===== src/rtl/swb_if.sv =====
// Byte-wide memory bus between the writeback stage and the data memory / IO buffer.
interface swb_if #(
   parameter int ADDR_W = 32
);
   logic [7:0]        mem_din;
   logic [7:0]        mem_dout;
   logic [ADDR_W-1:0] mem_a;
   logic              mem_wr;
   logic              io_buffer_full;

   modport master (
      input  mem_din, io_buffer_full,
      output mem_dout, mem_a, mem_wr
   );

   modport slave (
      output mem_din, io_buffer_full,
      input  mem_dout, mem_a, mem_wr
   );
endinterface


===== src/rtl/swb.sv =====
// Scalar writeback stage: retires ALU ops, resolves branches/jumps and runs
// byte-serial loads and stores on the 8-bit memory bus while holding busy.
module swb #(
   parameter int         ADDR_W = 32,
   parameter logic [1:0] IO_HI  = 2'b11
) (
   input  logic        clk,
   input  logic        rst,
   input  logic        rdy,
   input  logic        wb_valid,
   input  logic        is_vec,
   input  logic [5:0]  name,
   input  logic [4:0]  rd,
   input  logic [31:0] pc,
   input  logic [31:0] imm,
   input  logic [31:0] val,
   input  logic [31:0] op2,
   output logic        rf_we,
   output logic [4:0]  rf_rd,
   output logic [31:0] rf_data,
   output logic        br_taken,
   output logic [31:0] br_target,
   swb_if.master       mem,
   output logic        busy
);
   localparam logic [5:0] OP_JAL  = 6'd3,  OP_JALR = 6'd4;
   localparam logic [5:0] OP_BEQ  = 6'd5,  OP_BNE  = 6'd6,  OP_BLT = 6'd7;
   localparam logic [5:0] OP_BGE  = 6'd8,  OP_BLTU = 6'd9,  OP_BGEU = 6'd10;
   localparam logic [5:0] OP_LB   = 6'd11, OP_LH   = 6'd12, OP_LW  = 6'd13;
   localparam logic [5:0] OP_LBU  = 6'd14, OP_LHU  = 6'd15;
   localparam logic [5:0] OP_SB   = 6'd16, OP_SH   = 6'd17, OP_SW  = 6'd18;

   typedef enum logic [1:0] {S_IDLE, S_LOAD, S_STORE} state_t;
   typedef enum logic [2:0] {C_ALU, C_BR, C_JAL, C_JALR, C_LD, C_ST} cls_t;

   state_t            state;
   cls_t              cls;
   logic [1:0]        acc_sz;      // access size minus one: 0, 1 or 3
   logic              acc_sgn;
   logic [1:0]        sz;
   logic              sgn;
   logic [1:0]        cnt;
   logic              first;
   logic              done;
   logic              io;
   logic [4:0]        ld_rd;
   logic [ADDR_W-1:0] base;
   logic [31:0]       st_data;
   logic [31:0]       ld_buf;
   logic [31:0]       ld_word;
   logic [31:0]       ld_ext;
   logic [7:0]        st_byte;

   always_comb begin
      cls     = C_ALU;
      acc_sz  = 2'd0;
      acc_sgn = 1'b0;
      case (name)
         OP_JAL:  cls = C_JAL;
         OP_JALR: cls = C_JALR;
         OP_BEQ, OP_BNE, OP_BLT, OP_BGE, OP_BLTU, OP_BGEU: cls = C_BR;
         OP_LB:   begin cls = C_LD; acc_sgn = 1'b1; end
         OP_LH:   begin cls = C_LD; acc_sz = 2'd1; acc_sgn = 1'b1; end
         OP_LW:   begin cls = C_LD; acc_sz = 2'd3; end
         OP_LBU:  cls = C_LD;
         OP_LHU:  begin cls = C_LD; acc_sz = 2'd1; end
         OP_SB:   cls = C_ST;
         OP_SH:   begin cls = C_ST; acc_sz = 2'd1; end
         OP_SW:   begin cls = C_ST; acc_sz = 2'd3; end
         default: ;
      endcase
   end

   // The byte arriving this cycle is merged in so the final write uses it directly.
   always_comb begin
      ld_word = ld_buf;
      case (cnt)
         2'd0: ld_word[7:0]   = mem.mem_din;
         2'd1: ld_word[15:8]  = mem.mem_din;
         2'd2: ld_word[23:16] = mem.mem_din;
         default: ld_word[31:24] = mem.mem_din;
      endcase
      case (sz)
         2'd0:    ld_ext = sgn ? {{24{ld_word[7]}}, ld_word[7:0]}   : {24'd0, ld_word[7:0]};
         2'd1:    ld_ext = sgn ? {{16{ld_word[15]}}, ld_word[15:0]} : {16'd0, ld_word[15:0]};
         default: ld_ext = ld_word;
      endcase
      case (cnt)
         2'd0:    st_byte = st_data[7:0];
         2'd1:    st_byte = st_data[15:8];
         2'd2:    st_byte = st_data[23:16];
         default: st_byte = st_data[31:24];
      endcase
   end

   always_ff @(posedge clk or posedge rst) begin
      if (rst) begin
         state        <= S_IDLE;
         rf_we        <= 1'b0;
         rf_rd        <= '0;
         rf_data      <= '0;
         br_taken     <= 1'b0;
         br_target    <= '0;
         mem.mem_dout <= '0;
         mem.mem_a    <= '0;
         mem.mem_wr   <= 1'b0;
         busy         <= 1'b0;
         sz           <= '0;
         sgn          <= 1'b0;
         cnt          <= '0;
         first        <= 1'b0;
         done         <= 1'b0;
         io           <= 1'b0;
         ld_rd        <= '0;
         base         <= '0;
         st_data      <= '0;
         ld_buf       <= '0;
      end else if (rdy) begin
         rf_we    <= 1'b0;
         br_taken <= 1'b0;
         case (state)
            S_IDLE: begin
               if (wb_valid && !is_vec) begin
                  sz      <= acc_sz;
                  sgn     <= acc_sgn;
                  cnt     <= '0;
                  first   <= 1'b1;
                  done    <= 1'b0;
                  io      <= (val[17:16] == IO_HI);
                  ld_rd   <= rd;
                  base    <= ADDR_W'(val);
                  st_data <= op2;
                  ld_buf  <= '0;
                  case (cls)
                     C_BR: begin
                        br_taken  <= val[0];
                        br_target <= pc + imm;
                     end
                     C_JAL, C_JALR: begin
                        br_taken  <= 1'b1;
                        br_target <= (cls == C_JAL) ? pc + imm : (val & ~32'd1);
                        rf_we     <= (rd != 5'd0);
                        rf_rd     <= rd;
                        rf_data   <= pc + 32'd4;
                     end
                     C_LD: begin
                        state      <= S_LOAD;
                        busy       <= 1'b1;
                        mem.mem_wr <= 1'b0;
                        mem.mem_a  <= ADDR_W'(val);
                     end
                     C_ST: begin
                        state <= S_STORE;
                        busy  <= 1'b1;
                     end
                     default: begin
                        rf_we   <= (rd != 5'd0);
                        rf_rd   <= rd;
                        rf_data <= val;
                     end
                  endcase
               end
            end
            // Memory returns data one cycle after the address, so capture lags issue by two edges.
            S_LOAD: begin
               if (first) begin
                  first <= 1'b0;
                  if (sz != 2'd0) mem.mem_a <= base + ADDR_W'(1);
               end else begin
                  ld_buf <= ld_word;
                  cnt    <= cnt + 2'd1;
                  if (({1'b0, cnt} + 3'd2) <= {1'b0, sz})
                     mem.mem_a <= base + ADDR_W'({1'b0, cnt} + 3'd2);
                  if (cnt == sz) begin
                     rf_we   <= (ld_rd != 5'd0);
                     rf_rd   <= ld_rd;
                     rf_data <= ld_ext;
                     busy    <= 1'b0;
                     state   <= S_IDLE;
                  end
               end
            end
            S_STORE: begin
               if (done) begin
                  mem.mem_wr <= 1'b0;
                  busy       <= 1'b0;
                  state      <= S_IDLE;
               end else if (io && mem.io_buffer_full) begin
                  mem.mem_wr <= 1'b0;
               end else begin
                  mem.mem_a    <= base + ADDR_W'(cnt);
                  mem.mem_dout <= st_byte;
                  mem.mem_wr   <= 1'b1;
                  cnt          <= cnt + 2'd1;
                  done         <= (cnt == sz);
               end
            end
            default: state <= S_IDLE;
         endcase
      end
   end
endmodule


===== src/flat_wrapper.sv =====
// flat-port wrapper written by rule: the top's interface ports become plain ports
module swb_flat 
#(
   parameter int         ADDR_W = 32,
   parameter logic [1:0] IO_HI  = 2'b11
)
  (clk, rst, rdy, wb_valid, is_vec, name, rd, pc, imm, val, op2, rf_we, rf_rd, rf_data, br_taken, br_target, busy, mem_mem_din, mem_io_buffer_full, mem_mem_dout, mem_mem_a, mem_mem_wr);
  swb_if #(.ADDR_W(ADDR_W)) mem_i ();
  input  logic clk;
  input  logic rst;
  input  logic rdy;
  input  logic wb_valid;
  input  logic is_vec;
  input  logic [5:0] name;
  input  logic [4:0] rd;
  input  logic [31:0] pc;
  input  logic [31:0] imm;
  input  logic [31:0] val;
  input  logic [31:0] op2;
  output logic rf_we;
  output logic [4:0] rf_rd;
  output logic [31:0] rf_data;
  output logic br_taken;
  output logic [31:0] br_target;
  output logic busy;
  input wire logic [$bits(mem_i.mem_din)-1:0] mem_mem_din;
  input wire logic [$bits(mem_i.io_buffer_full)-1:0] mem_io_buffer_full;
  output wire logic [$bits(mem_i.mem_dout)-1:0] mem_mem_dout;
  output wire logic [$bits(mem_i.mem_a)-1:0] mem_mem_a;
  output wire logic [$bits(mem_i.mem_wr)-1:0] mem_mem_wr;
  assign mem_i.mem_din = mem_mem_din;
  assign mem_i.io_buffer_full = mem_io_buffer_full;
  assign mem_mem_dout = mem_i.mem_dout;
  assign mem_mem_a = mem_i.mem_a;
  assign mem_mem_wr = mem_i.mem_wr;
  swb #(.ADDR_W(ADDR_W), .IO_HI(IO_HI)) u_core (.clk(clk), .rst(rst), .rdy(rdy), .wb_valid(wb_valid), .is_vec(is_vec), .name(name), .rd(rd), .pc(pc), .imm(imm), .val(val), .op2(op2), .rf_we(rf_we), .rf_rd(rf_rd), .rf_data(rf_data), .br_taken(br_taken), .br_target(br_target), .mem(mem_i), .busy(busy));
endmodule

===== config.mk =====
export PLATFORM = sky130hd
export DESIGN_NAME = swb_flat
export DESIGN_NICKNAME = d
export VERILOG_FILES = /design/src/rtl/swb_if.sv /design/src/rtl/swb.sv /design/src/flat_wrapper.sv
export SDC_FILE = /design/constraint.sdc
export NUM_CORES = 1
export LEC_CHECK = 0
export BUFFER_PORTS_ARGS = -buffer_cell sky130_fd_sc_hd__buf_2
export CORE_ASPECT_RATIO = 1.4
export CORE_MARGIN = 2
export CORE_UTILIZATION = 29
export CTS_CLUSTER_DIAMETER = 30
export DETAILED_ROUTE_END_ITERATION = 12
export PLACE_DENSITY = 0.57
export SYNTH_ARGS = -nofsm -noshare
export SYNTH_HDL_FRONTEND = slang
export SYNTH_SLANG_ARGS = --single-unit
export TNS_END_PERCENT = 10

===== constraint.sdc =====
create_clock -name clk -period 15.2 [get_ports clk]
set_input_delay 2.28 -clock clk [delete_from_list [all_inputs] [get_ports clk]]
set_output_delay 2.28 -clock clk [all_outputs]
set_load 0.05 [all_outputs]

==> impl_results.md <==
- Distinct cell type count of the synthesized netlist: 63
- Sw Ratio: 44.3%
- Placed wire-length estimate: 36600 um
- Post-Route Utilization: 37.4%
- Clock Skews: 0.0229 ns
- DIE WIDTH: 184 um
- GPL Wtd Cong: 0.919
- Area contributors post-synth: dfrtp_1 (43%), nand2_1 (12%), o21ai_0 (6.7%)
- Internal: 2.08 mW
- # IOs: 266
- Hold depth: 2
- Yosys reg bits: 224
- Drt via density: 5.13
- F_max: 220 MHz
- Chip height: 256 um
- Hold Path End: u_core.br_target[19]
- Fillcell total: 4651
- Syn Area/Cell: 8.20 sq um
- Cts hold-fix bufs: 0
- Root Buffer: clkbuf_16
- R2R Path Start: u_core.state[1]
- Post-CTS Setup Bufs: 0
- Vias in the first global route: 12200
- Worst R2R Setup Slack: 11.47 ns
- Routed Wire Length: 48700 um
- Proportion of power drawn by combinational gates: 40.8%
- CTS tree: built
- Sequential Area: 0.00561 sq mm
- GRT Resource Usage Total: 20.4%
- Asr flop ratio synth: 100%
- Sequential power share: 28.2%
- PortBufs: 265
- Cell Area, Placed: 0.0150 sq mm
- Routed wire length per instance: 19.8 um
- Final period util: 29.9%
- Clock Tree Buf Depth: 3
- CP endpoint kind: register
- Sequential area share after synthesis: 42.6%
- Synth Warn #: 0
- Net Count, Synth: 1803
- Clock-pin slew on the worst setup and hold paths: 0.04 ns
- WP data required: 15.65 ns
- Fin. Hold Viols: 0
- Residual overflow from global routing: 0
- H-Tree Depth: 2
- Actual slew at the worst max-slew pin: 1.11 ns
- Post-synth EDFFs: 0
- Cell Rows: 92
- Total of max-cap violations: 0
- Leak pwr: 8.00 nW
- Setup WS pre-CTS: 10.07 ns
- Syn Inst Count: 1603
- Share of cells above drive strength 1: 21.2%
- Final instance area: 0.0168 sq mm
- Startpoint Class: input pin
- ANT nets after route: 0
- Clock buffer count from CTS: 49
- Switching Power: 1.66 mW
- Worst slew margin relative to its limit: 25.5%
- Power share of the clock group: 31.0%
- Final setup fails: 0
- DRC viols: 0
- Initial Util: 29.3%
- Fin nets: 2048
- Die ar.: 0.0471 sq mm
- Crit Path Max Fanout: 6
- Count leader, synth: nand2_1
- Aggregate negative setup slack: 0 ns
- First-pass GRT wire length: 73400 um
- Crit Path Class: in -> reg
- Fin worst setup slack: 10.65 ns
- Status: completed
- Multi-input logic area: 0.00712 sq mm
- CTS resizes: 0
- Sink Count: 224
- Synth area leader: dfrtp_1
- Hold crit path type: reg -> reg
- Worst ir drop on vdd: 86.3 uV
- RSZ-0062 raised after global routing: false
- 1st-pass router iterations: 6
- Clock Latency Late Sink: 0.58 ns
- Post-Synthesis Cell Area: 0.0132 sq mm
- Minimum clock period: 4.55 ns
- CP arrival: 5.00 ns
- Placeable Area: 0.0449 sq mm
- Largest net degree at the start of global routing: 84
- Worst-case reg-to-reg path depth: 8
- Most used DFF post-synth: dfrtp_1
- RR Endpoint: u_core.rf_data[22]
- Post-synth top area share: 42.6%
- Antenna violations before repair: 10
- Via count: 12600
- Hold path startpoint: u_core.br_target[19]
- Hold Slack: 0.468 ns
- Synth cell count leaders: nand2_1 (426), dfrtp_1 (224), o21ai_0 (177), nor2_1 (126)
- Synth-to-layout area growth: 27.8%
- Max Slew Vio Count: 0
- P per Cell Area: 222 mW/mm^2
- 1st-iter DRT viols: 844
==> final cells by class <==
type / count / area share (%)
antenna: 4 / 0.0595
clock buffer: 59 / 7.87
clock inverter: 33 / 2.89
inverter: 28 / 0.670
multi-input combinational: 1264 / 42.4
sequential: 224 / 33.3
tap: 564 / 4.20
timing repair buffer: 281 / 8.60
==> worst max-delay path, cell delays in order <==
cell      delay [ns]
buf_2           0.12
ha_1            0.38
a21oi_1         0.17
o21ai_0         0.15
or4_1           0.53
o211ai_1        0.30
a21boi_1        0.19
a311oi_2        0.41
o21ai_0         0.18
xnor2_1         0.17
o22ai_1         0.10
==> power by group through the flow <==
stage	clock network [mW]	registers, mW	logic (mW)
3_5_place_dp	0	1.06	1.54
2_1_floorplan	0	1.46	0.687
4_1_cts	1.18	1.05	1.54
5_1_grt	1.21	1.09	1.67
3_3_place_gp	0	1.05	1.52
6_report	1.16	1.05	1.53
==> registers in the layout, summed over array words and instances (netlist names), 5 cells and up <==
signal,cells
u_core.mem.mem_a,32
u_core.br_target,32
u_core.mem.mem_dout,8
u_core.rf_rd,5
u_core.ld_buf,32
u_core.base,32
u_core.rf_data,32
u_core.st_data,32
u_core.ld_rd,5
==> cell families (layout without fill, tap and decap cells) <==
| kind of cell | Yosys count | in the layout | synth area share (%) |
|---|---|---|---|
| adders and majority gates | 47 | 47 | 4.59 |
| and+or+nand+nor | 703 | 703 | 22.8 |
| other | 0 | 4 | 0 |
| DFF | 224 | 224 | 42.6 |
| muxes | 49 | 49 | 3.83 |
| buffers and inverters | 115 | 401 | 3.33 |
| xor gates and xnor gates | 78 | 78 | 5.19 |
| AOI/OAI and AO/OA | 387 | 387 | 17.6 |
==> worst max-delay path by stage <==
stage / from / endpoint
after floorplan: rst / u_core.base[0]
after global placement: pc[7] / u_core.br_target[30]
after detailed placement: pc[0] / u_core.br_target[30]
after CTS: pc[0] / u_core.br_target[30]
after global routing: pc[0] / u_core.br_target[28]
final: pc[7] / u_core.br_target[30]
==> routing by layer <==
metal	wire length, um	up-vias	global-route usage, %
met5	74	-	0
met1	19000	5926	23.8
li1	-	6063	-
met4	3090	12	12.3
met3	3110	154	4.45
met2	23400	450	34.2
==> stage by stage <==
step | total power, mW | instances
2_1_floorplan | 2.15 | 1603
3_3_place_gp | 2.57 | 2361
3_5_place_dp | 2.60 | 2361
4_1_cts | 3.77 | 2453
5_1_grt | 3.97 | 2455
6_report | 3.74 | 2457
==> cell usage in the layout, fill, tap and decap left out, types with 7 or more instances in the layout <==
cell       Yosys  layout
nand2_1      426     425
buf_2          2     265
dfrtp_1      224     224
o21ai_0      177     177
nor2_1       126     126
a21oi_1       80      80
clkbuf_16      0      49
xor2_1        46      46
ha_1          45      44
nand3_1       40      40
mux2i_1       38      38
xnor2_1       32      32
inv_1         28      27
nor3_1        22      22
a211oi_1      18      18
buf_4          1      16
and3_1        15      15
nand4_1       15      15
a31oi_1       14      14
a22o_1        14      14
o22ai_1       14      14
or3_1         12      12
mux2_2        11      11
a21o_1         9       9
bufinv_16      0       9
nor2b_1        9       8
a222oi_1       8       8
clkinv_2       0       8
nand2b_1       7       7
a311oi_1       7       7
a32o_1         7       7
Note: power is estimated with default switching activity, not from simulation.
